[config.mk]
export PLATFORM = sky130hd
export DESIGN_NAME = pwr_trig
export DESIGN_NICKNAME = d
export VERILOG_FILES = /design/src/rtl/pwr_trig.sv
export SDC_FILE = /design/constraint.sdc
export NUM_CORES = 1
export LEC_CHECK = 0
export CAP_MARGIN = 40
export CORE_UTILIZATION = 61
export CTS_CLUSTER_SIZE = 28
export DETAILED_ROUTE_END_ITERATION = 6
export PLACE_DENSITY = 0.92
export SLEW_MARGIN = 20
export SYNTH_ARGS = -nofsm -noshare
export SYNTH_HDL_FRONTEND = slang
export SYNTH_SLANG_ARGS = --single-unit
[constraint.sdc]
create_clock -name clk -period 9.5 [get_ports clk]
set_input_delay 1.425 -clock clk [delete_from_list [all_inputs] [get_ports clk]]
set_output_delay 1.425 -clock clk [all_outputs]
set_load 0.02 [all_outputs]
[src/rtl/pwr_trig.sv]
// pwr_trig -- hysteresis power-threshold detector.
// Consumes the averaged sample stream and declares signal-present / absent
// events. Both transitions need a minimum run of valid samples. The burst
// length is reported when the burst is released.
// Optional feature: define PWR_TRIG_PEAK_EN to add the burst_peak output,
// which reports the largest sample seen during each burst.
module pwr_trig #(
    parameter int DATA_WIDTH = 16,
    parameter int CNT_WIDTH  = 8,
    parameter int LEN_WIDTH  = 16
) (
    input  logic                         clk,
    input  logic                         rst,
    input  logic                         enable,
    input  logic signed [DATA_WIDTH-1:0] data_in,
    input  logic                         data_in_valid,
    input  logic signed [DATA_WIDTH-1:0] thresh_hi,
    input  logic signed [DATA_WIDTH-1:0] thresh_lo,
    input  logic [CNT_WIDTH-1:0]         min_on_len,
    input  logic [CNT_WIDTH-1:0]         min_off_len,
    output logic                         det_active,
    output logic                         det_rise,
    output logic                         det_fall,
    output logic [LEN_WIDTH-1:0]         burst_len,
    output logic                         burst_len_valid
`ifdef PWR_TRIG_PEAK_EN
    ,
    output logic signed [DATA_WIDTH-1:0] burst_peak
`endif
);

    typedef enum logic [2:0] {
        IDLE      = 3'd0,
        BELOW     = 3'd1,
        ARMING    = 3'd2,
        ACTIVE    = 3'd3,
        RELEASING = 3'd4
    } state_t;

    state_t               state;
    logic [CNT_WIDTH-1:0] on_cnt;
    logic [CNT_WIDTH-1:0] off_cnt;
    logic [LEN_WIDTH-1:0] len_cnt;

    // Qualification counters stop at all-ones instead of wrapping.
    function automatic logic [CNT_WIDTH-1:0] cnt_inc_sat(input logic [CNT_WIDTH-1:0] v);
        return (&v) ? v : v + 1'b1;
    endfunction

    // The burst length counter also stops at all-ones.
    function automatic logic [LEN_WIDTH-1:0] len_inc_sat(input logic [LEN_WIDTH-1:0] v);
        return (&v) ? v : v + 1'b1;
    endfunction

    // This function removes the trailing below-threshold samples from the
    // burst length. A saturated length only means "at least this long", so
    // it is reported unchanged rather than trimmed.
    function automatic logic [LEN_WIDTH-1:0] trim_len(input logic [LEN_WIDTH-1:0] len,
                                                      input logic [CNT_WIDTH-1:0] trail);
        logic [LEN_WIDTH-1:0] t;
        t = LEN_WIDTH'(trail);
        if (&len)
            return len;
        else if (t > len)
            return '0;
        else
            return len - t;
    endfunction

    // A programmed minimum of zero behaves like a minimum of one.
    logic [CNT_WIDTH-1:0] eff_on;
    logic [CNT_WIDTH-1:0] eff_off;
    assign eff_on  = (min_on_len  == '0) ? CNT_WIDTH'(1) : min_on_len;
    assign eff_off = (min_off_len == '0) ? CNT_WIDTH'(1) : min_off_len;

    // The comparisons are strict and signed. thresh_lo <= thresh_hi, so a
    // sample can never be both above and below.
    logic above;
    logic below;
    assign above = data_in > thresh_hi;
    assign below = data_in < thresh_lo;

    // These are the candidate next counter values. They are used only on
    // cycles that consume a sample.
    logic [CNT_WIDTH-1:0] on_next;
    logic [CNT_WIDTH-1:0] off_next;
    logic [LEN_WIDTH-1:0] len_next;
    assign on_next  = cnt_inc_sat(on_cnt);
    assign off_next = cnt_inc_sat(off_cnt);
    assign len_next = len_inc_sat(len_cnt);

    // A sample is consumed only while enabled. When enable drops, it takes
    // priority over any sample strobe in the same cycle.
    logic smp;
    logic in_burst;
    assign smp      = enable && data_in_valid;
    assign in_burst = (state == ACTIVE) || (state == RELEASING);

    // Entering BELOW already counts as one qualifying sample. This covers an
    // effective minimum of 1, where BELOW goes straight to ACTIVE.
    logic                 rise_now;
    logic [CNT_WIDTH-1:0] qual_cnt;
    assign qual_cnt = (state == BELOW) ? CNT_WIDTH'(1) : on_next;
    assign rise_now = smp && above &&
                      (((state == BELOW)  && (eff_on == CNT_WIDTH'(1))) ||
                       ((state == ARMING) && (on_next >= eff_on)));

    // A normal release happens when the trailing below-threshold run
    // reaches its minimum. The >= compare still releases correctly if
    // min_off_len is lowered during a release.
    logic                 done_now;
    logic [CNT_WIDTH-1:0] trail_cnt;
    assign trail_cnt = (state == ACTIVE) ? CNT_WIDTH'(1) : off_next;
    assign done_now  = smp && below &&
                       (((state == ACTIVE)    && (eff_off == CNT_WIDTH'(1))) ||
                        ((state == RELEASING) && (off_next >= eff_off)));

    // Disabling during a burst ends the burst with the length counted so far.
    logic abort_now;
    assign abort_now = !enable && in_burst;

    // Detector FSM: the state, counters and all registered outputs.
    always_ff @(posedge clk or posedge rst) begin
        if (rst) begin
            state           <= IDLE;
            on_cnt          <= '0;
            off_cnt         <= '0;
            len_cnt         <= '0;
            det_active      <= 1'b0;
            det_rise        <= 1'b0;
            det_fall        <= 1'b0;
            burst_len       <= '0;
            burst_len_valid <= 1'b0;
        end else begin
            det_rise        <= 1'b0;
            det_fall        <= 1'b0;
            burst_len_valid <= 1'b0;
            if (!enable) begin
                if (abort_now) begin
                    det_fall        <= 1'b1;
                    burst_len_valid <= 1'b1;
                    burst_len       <= trim_len(len_cnt, off_cnt);
                end
                state      <= IDLE;
                on_cnt     <= '0;
                off_cnt    <= '0;
                len_cnt    <= '0;
                det_active <= 1'b0;
            end else begin
                case (state)
                    IDLE: begin
                        state <= BELOW;
                    end
                    BELOW: begin
                        if (rise_now) begin
                            state      <= ACTIVE;
                            det_rise   <= 1'b1;
                            det_active <= 1'b1;
                            len_cnt    <= LEN_WIDTH'(qual_cnt);
                            on_cnt     <= '0;
                            off_cnt    <= '0;
                        end else if (smp && above) begin
                            state  <= ARMING;
                            on_cnt <= CNT_WIDTH'(1);
                        end
                    end
                    ARMING: begin
                        if (rise_now) begin
                            state      <= ACTIVE;
                            det_rise   <= 1'b1;
                            det_active <= 1'b1;
                            len_cnt    <= LEN_WIDTH'(qual_cnt);
                            on_cnt     <= '0;
                            off_cnt    <= '0;
                        end else if (smp && above) begin
                            on_cnt <= on_next;
                        end else if (smp) begin
                            state  <= BELOW;
                            on_cnt <= '0;
                        end
                    end
                    ACTIVE, RELEASING: begin
                        if (done_now) begin
                            state           <= BELOW;
                            det_fall        <= 1'b1;
                            burst_len_valid <= 1'b1;
                            burst_len       <= trim_len(len_next, trail_cnt);
                            det_active      <= 1'b0;
                            len_cnt         <= '0;
                            off_cnt         <= '0;
                        end else if (smp) begin
                            len_cnt <= len_next;
                            if (below) begin
                                state   <= RELEASING;
                                off_cnt <= trail_cnt;
                            end else begin
                                state   <= ACTIVE;
                                off_cnt <= '0;
                            end
                        end
                    end
                    default: begin
                        state      <= IDLE;
                        on_cnt     <= '0;
                        off_cnt    <= '0;
                        len_cnt    <= '0;
                        det_active <= 1'b0;
                    end
                endcase
            end
        end
    end

`ifdef PWR_TRIG_PEAK_EN
    localparam logic signed [DATA_WIDTH-1:0] PEAK_MIN = {1'b1, {(DATA_WIDTH-1){1'b0}}};

    function automatic logic signed [DATA_WIDTH-1:0] max_s(input logic signed [DATA_WIDTH-1:0] a,
                                                          input logic signed [DATA_WIDTH-1:0] b);
        return (b > a) ? b : a;
    endfunction

    logic signed [DATA_WIDTH-1:0] peak_run;
    logic signed [DATA_WIDTH-1:0] peak_upd;
    assign peak_upd = max_s(peak_run, data_in);

    // Running burst maximum: it restarts from the most negative value at
    // each rise, so the rise sample is its first entry. The result is
    // published alongside burst_len.
    always_ff @(posedge clk or posedge rst) begin
        if (rst) begin
            peak_run   <= '0;
            burst_peak <= '0;
        end else begin
            if (rise_now)
                peak_run <= max_s(PEAK_MIN, data_in);
            else if (smp && in_burst)
                peak_run <= peak_upd;
            if (done_now)
                burst_peak <= peak_upd;
            else if (abort_now)
                burst_peak <= peak_run;
        end
    end
`endif

endmodule
==> results.ini, run 1 <==
[critical_path]
start_kind=register
end_kind=register
crit_path_max_incr_delay_ps=790
critPathBufInv=0
path_cells=ha_1, nand3_4, or4_1, o21ai_0, ha_1, or3_1, a211o_1, a2111oi_4, o211ai_2, o31ai_2, a21oi_1, nor4_1, a21oi_1
crit_type=reg2reg
arrival_ps=5350
cp_max_fo=15
cp_top_family=compound AO/OA/AOI/OAI gates
slowest_stage=o31ai_2
critical_path_required_ps=9680

[finish]
final_util_pct=74.5
n_antenna_cell=0
nets=963
drive_gt1_share_pct=6.64
fillers=721
area_growth_pct=16.5
stdcell_count=957

[die]
core_area_um2=9420
die_h_um=101
die-area_um2=10300
initial_core_util_pct=63.9
fp-row-count=35
pin_count=88
dieWidth_um=101

[drt]
first_pass_iters=6
drtIter0Drc=742
drc=0
wl_per_cell_um=18.5
final_antenna_net_count=0
vias=6249
drt-vias-per-instance=6.53
wl_um=17700

[clocking]
clkTransAtPathRegs_ps=100
clock-sinks=54
cts_buffer_depth=2
clock-root-buffer=clkbuf_8
clk_latency_ps=310
ctsHoldBuffers=0
cts_setup_buffers=0
cts_tree=done
cts_buffers=5
ctsResizeCount=0
htree_levels=2

[yosys]
synth_seq_area_share_pct=22.4
synth-seq-cells=54
synth_area_leaders=dfrtp_1 22%, ha_1 14%, nand2_1 4.9%
synth_top_family_by_area=simple AND/OR/NAND/NOR gates
syn-cell-area_um2=6020
synthFlopType=dfrtp_1
yosys-top-cells-count=78 x nand2_1, 77 x inv_1, 66 x ha_1
synthCells=762
yosys.area.top_type=dfrtp_1
synthAdderAreaFrac_pct=14.4
ys_async_sr_fraction_pct=100
synth.net_count=898
synth_edf_count=0
yosysMostFrequentCell=nand2_1
yosysUniqueCellTypes=85
synth_xor_area_share_pct=4.22
synth_top_area_share_pct=22.4
synth.area.mux_share_pct=3.41
synth_compound_area_share_pct=22.9
yosys.area_share.simple_pct=24.8
synth.avg_cell_area_um2=7.90
yosysWarnings=0

[sta]
setup-tns-final_ps=0
rsz0062_at_grt=false
period_minus_slack_ps=5170
drv_slew=0
period_share_pct=54.5
finalHoldViolations=0
relSlewSlack_pct=40.8
worstMarginPinSlew_ps=883
fmax_ghz=0.193
clock_skew_ps=14.4
timing.hold.ws_ps=522
setup_viol=0

[power]
switching_share_pct=41.1
leakagePower_uw=0.00308
intPower_uw=531
power_frac_comb_pct=51.8
p_sw_uw=371
power_density_nw_per_um2=129
vdd_drop_max_uv=140
pwr-share-seq_pct=33.1
clkPwrFrac_pct=15.0

[grt]
grt_max_degree=55
antenna_found_initial=0
grt_overflow=0
track_usage_pct=35.8
grt_pass1_wl_um=29000
grt_pass1_vias=6272

[min_path]
hp-class=reg2reg

[status]
status=complete, no violations

[place]
io_buffers=87
placed_cells=948
gp_congestion=1.01
hpwlAfterDp_um=14000

[job]
maxCapViolCount=0

sequential cells by signal, indices dropped and copies added, names as in the netlist:
name / cells
on_cnt: 8
det_active: 1
burst_len_valid: 1
det_rise: 1
off_cnt: 8
state: 3
burst_len: 16
len_cnt: 16
cells by family (layout without fill, tap and decap cells):
kind of cell | Yosys count | in the layout
and+or+nand+nor | 279 | 279
AOI/OAI and AO/OA | 200 | 200
buffers and inverters | 113 | 179
adders and majority gates | 68 | 68
DFF | 54 | 54
xor gates and xnor gates | 29 | 29
muxes | 19 | 19
power groups by stage:
stage	Clock, uW	Combinational [uW]	Sequential (uW)
finish	136	468	299
global route	144	509	303
CTS	136	459	298
detailed placement	0	454	302
global placement	0	441	300
floorplan	0	272	320
cell usage in the layout, fill, tap and decap left out, drive strengths merged, types with 11 or more instances in the layout:
master / count
clkdlybuf4s50: 87
nand2: 79
inv: 77
ha: 66
o21ai: 56
dfrtp: 54
nor2: 51
a21oi: 38
nand3: 26
nor3: 23
xnor2: 20
nand4: 20
o31ai: 19
or3: 13
mux2: 12
nor4: 12
a21o: 11
nand2b: 11
final timing paths:
path	from	end	slack [ps]	cells after the start
min reg2reg	burst_len[12]	burst_len[12]	520	1
max	len_cnt[1]	burst_len[3]	4330	13
min	burst_len[12]	burst_len[12]	520	1
max reg2reg	len_cnt[1]	burst_len[3]	4330	13
max in group asynchronous	rst	burst_len[6]	7450	2
min in group asynchronous	rst	on_cnt[2]	1560	2
through the flow:
stage               total power [uW]  setup slack (ps)  cell area (um^2)
CTS                              892              4480              7000
global route                     957              4110              7010
detailed placement               756              4390              6910
floorplan                        592              5260              6020
global placement                 741              4560              6900
finish                           902              4330              7010
layout make-up:
class / instances / area (um^2) / area share, %
Clock inverter: 1 / 5.00 / 0.0714
Clock buffer: 7 / 86.3 / 1.23
Tap cell: 129 / 161 / 2.30
Sequential cell: 54 / 1350 / 19.3
Multi-Input combinational cell: 595 / 4200 / 59.9
Timing Repair Buffer: 92 / 908 / 13.0
Inverter: 79 / 300 / 4.28
routing by layer:
metal  share of wire (%)  global-route usage [%]  up-vias
met5                   0                       0        -
met1                  39                    44.0     2864
met2                  47                    61.3      431
met4                 3.8                    16.1        0
met3                 9.7                    6.49       78
li1                    -                       -     2876
(Power assumes the default switching activity.)
==> inputs of run 2 (changes only) <==
--- a/config.mk
+++ b/config.mk
@@ -6,10 +6,10 @@
 export NUM_CORES = 1
 export LEC_CHECK = 0
 export CAP_MARGIN = 40
-export CORE_UTILIZATION = 61
+export CORE_UTILIZATION = 56
 export CTS_CLUSTER_SIZE = 28
 export DETAILED_ROUTE_END_ITERATION = 6
-export PLACE_DENSITY = 0.92
+export PLACE_DENSITY = 0.86
 export SLEW_MARGIN = 20
 export SYNTH_ARGS = -nofsm -noshare
 export SYNTH_HDL_FRONTEND = slang
==> constraint.sdc (replaced) <==
create_clock -name clk -period 4.95 [get_ports clk]
set_input_delay 0.7425 -clock clk [delete_from_list [all_inputs] [get_ports clk]]
set_output_delay 0.7425 -clock clk [all_outputs]
set_load 0.02 [all_outputs]
==> run 2 against run 1 <==
Against the previous run: clock power up 130%; critical path depth unchanged; setup slack got worse by 3900 ps; non-clock buffer count rose by 9; worst hold slack got worse by 7.4 ps; final area grew 1.4%; fmax grew 15%; sequential share of layout area decreased by 0.26 points; clock skew is 1.4 ps lower; critical path type unchanged; largest cell class unchanged; highest routed layer unchanged.
==> results.ini, run 2 (synthesis results as in run 1) <==
[grt]
grt_max_degree=55
antenna_found_initial=0
grt_pass1_vias=6162
grt_overflow=0
grt_pass1_wl_um=29100
track_usage_pct=31.9

[critical_path]
start_kind=register
crit_path_max_incr_delay_ps=780
path_cells=ha_1, nand3_4, or4_1, a21o_1, ha_1, nor2b_1, o31a_1, o31ai_1, a21oi_1, nor3b_2, nand3_1, xor2_1, a221o_1
crit_type=reg2reg
cp_top_family=simple AND/OR/NAND/NOR gates
arrival_ps=4680
cp_max_fo=11
critPathBufInv=0
critical_path_required_ps=5150
path_depth=13
slowest_stage=or4_1
crit_top_cell=ha_1
r2r_slack_ps=470
r2r_start=len_cnt[0]
reg2reg_to=burst_len[15]
reg2regPathDepth=13
end_kind=register

[drt]
wl_per_cell_um=17.6
wl_um=17200
drt-met1-wl_um=7060
drc=0
drtIter0Drc=737
first_pass_iters=6
wl_met3_um=1490
wl_met2_um=7970
drt-vias-per-instance=6.30
top_layer_used=met4
final_antenna_net_count=0
vias=6133

[sta]
relSlewSlack_pct=49.1
worstMarginPinSlew_ps=742
period_share_pct=90.5
setup-tns-final_ps=0
setup_slack_ps=469
clock_skew_ps=13.0
finalHoldViolations=0
drv_slew=0
setup_viol=0
rsz0062_at_grt=false
period_minus_slack_ps=4480
fmax_ghz=0.223

[clocking]
cts_setup_buffers=0
clock-root-buffer=clkbuf_8
cts_tree=done
htree_levels=2
cts_buffer_depth=2
clk_latency_ps=320
clkTransAtPathRegs_ps=100
clock-sinks=54
cts_buffers=5

[place]
io_buffers=87
gp_congestion=0.960
placed_cells=965
hpwlAfterDp_um=13600
place_area_um2=6990
dp_slack_ps=417

[min_path]
hold_depth=1
hp-class=reg2reg
holdPathEnd=burst_len[12]
holdCritStartpoint=burst_len[12]

[power]
leakagePower_uw=0.00313
intPower_uw=1060
power_frac_comb_pct=49.9
p_sw_uw=701
vdd_drop_max_uv=286
clkPwrFrac_pct=17.9
power_density_nw_per_um2=248
switching_share_pct=39.7
pwr-share-seq_pct=32.3

[job]
maxCapViolCount=0

[finish]
area_growth_pct=18.1
final_area_um2=7110
stdcell_count=973
n_antenna_cell=0
drive_gt1_share_pct=7.77
layout_common_cells=87 x clkdlybuf4s50_1, 78 x nand2_1, 76 x inv_1
biggestRegsByFlops=burst_len (16), len_cnt (16)
final_util_pct=68.5
nets=972
final_common_cell=clkdlybuf4s50_1
fillers=861

[die]
core_area_um2=10400
dieWidth_um=106
die-area_um2=11200
pin_count=88
initial_core_util_pct=58.0
die_h_um=106
fp-row-count=37

[status]
status=complete, no violations

## run 2: cell types whose count changed in the layout (fill, tap and decap cells not counted)
cell	before	now
clkbuf_1	1	0
inv_4	1	0
clkbuf_8	6	5
clkbuf_4	1	0
a21boi_0	3	2
a21boi_1	0	1
bufinv_16	0	1
clkinvlp_4	0	2
buf_4	4	14
clkinv_2	2	1
inv_2	0	1
## run 2: how the worst max path moves through the flow
stage	start	to
after global placement	min_off_len[4]	burst_len[13]
final	len_cnt[0]	burst_len[15]
after detailed placement	min_off_len[4]	burst_len[10]
after global routing	len_cnt[0]	burst_len[15]
after CTS	len_cnt[0]	burst_len[8]
after floorplan	len_cnt[1]	burst_len[15]
## run 2: routing by layer
metal | up-vias | GRT usage (%)
met5 | - | 0
met4 | 0 | 12.4
met3 | 66 | 5.13
met2 | 304 | 54.1
met1 | 2854 | 40.5
li1 | 2909 | -
## run 2: repair_timing
action / in CTS / in global routing
resized for setup: 0 / 1
endpoints found under the setup margin: 0 / 1
endpoints found under the hold margin: 0 / 0
hold buffers: 0 / 0
## run 2: layout make-up
type | count | area, um^2 | area share [%]
clock buffers | 5 | 68.8 | 0.968
clock inverters | 3 | 45.0 | 0.634
inverters | 79 | 298 | 4.19
multi-input cells | 595 | 4200 | 59.1
flip-flops and latches | 54 | 1350 | 19.0
well taps | 136 | 170 | 2.39
repair buffers | 101 | 976 | 13.7
## run 2: worst register-to-register path, stage by stage (launching register included)
cell	delay [ps]
dfrtp_1	520
ha_1	410
nand3_4	220
or4_1	780
a21o_1	310
ha_1	290
nor2b_1	140
o31a_1	270
o31ai_1	330
a21oi_1	210
nor3b_2	290
nand3_1	130
xor2_1	180
a221o_1	290
## run 2: per-stage QoR
| stage | hold WS, ps | total power [uW] |
|---|---|---|
| after detailed placement | 495 | 1440 |
| final | 514 | 1760 |
| after global routing | 550 | 1880 |
| after CTS | 518 | 1750 |
| after global placement | 484 | 1420 |
| after floorplan | 471 | 1140 |
## run 2: power by group through the flow
stage          clock network (uW)  logic, uW  registers [uW]
6_report                      315        879             569
5_1_grt                       325        970             581
4_1_cts                       316        870             568
3_5_place_dp                    0        862             576
3_3_place_gp                    0        849             572
2_1_floorplan                   0        523             614
==> inputs of run 3 (changes only) <==
--- a/config.mk
+++ b/config.mk
@@ -14,3 +14,4 @@
 export SYNTH_ARGS = -nofsm -noshare
 export SYNTH_HDL_FRONTEND = slang
 export SYNTH_SLANG_ARGS = --single-unit
+export TNS_END_PERCENT = 100
==> results of run 3 <==
Same layout as run 2: the final DEF is identical, and so are final timing and power.
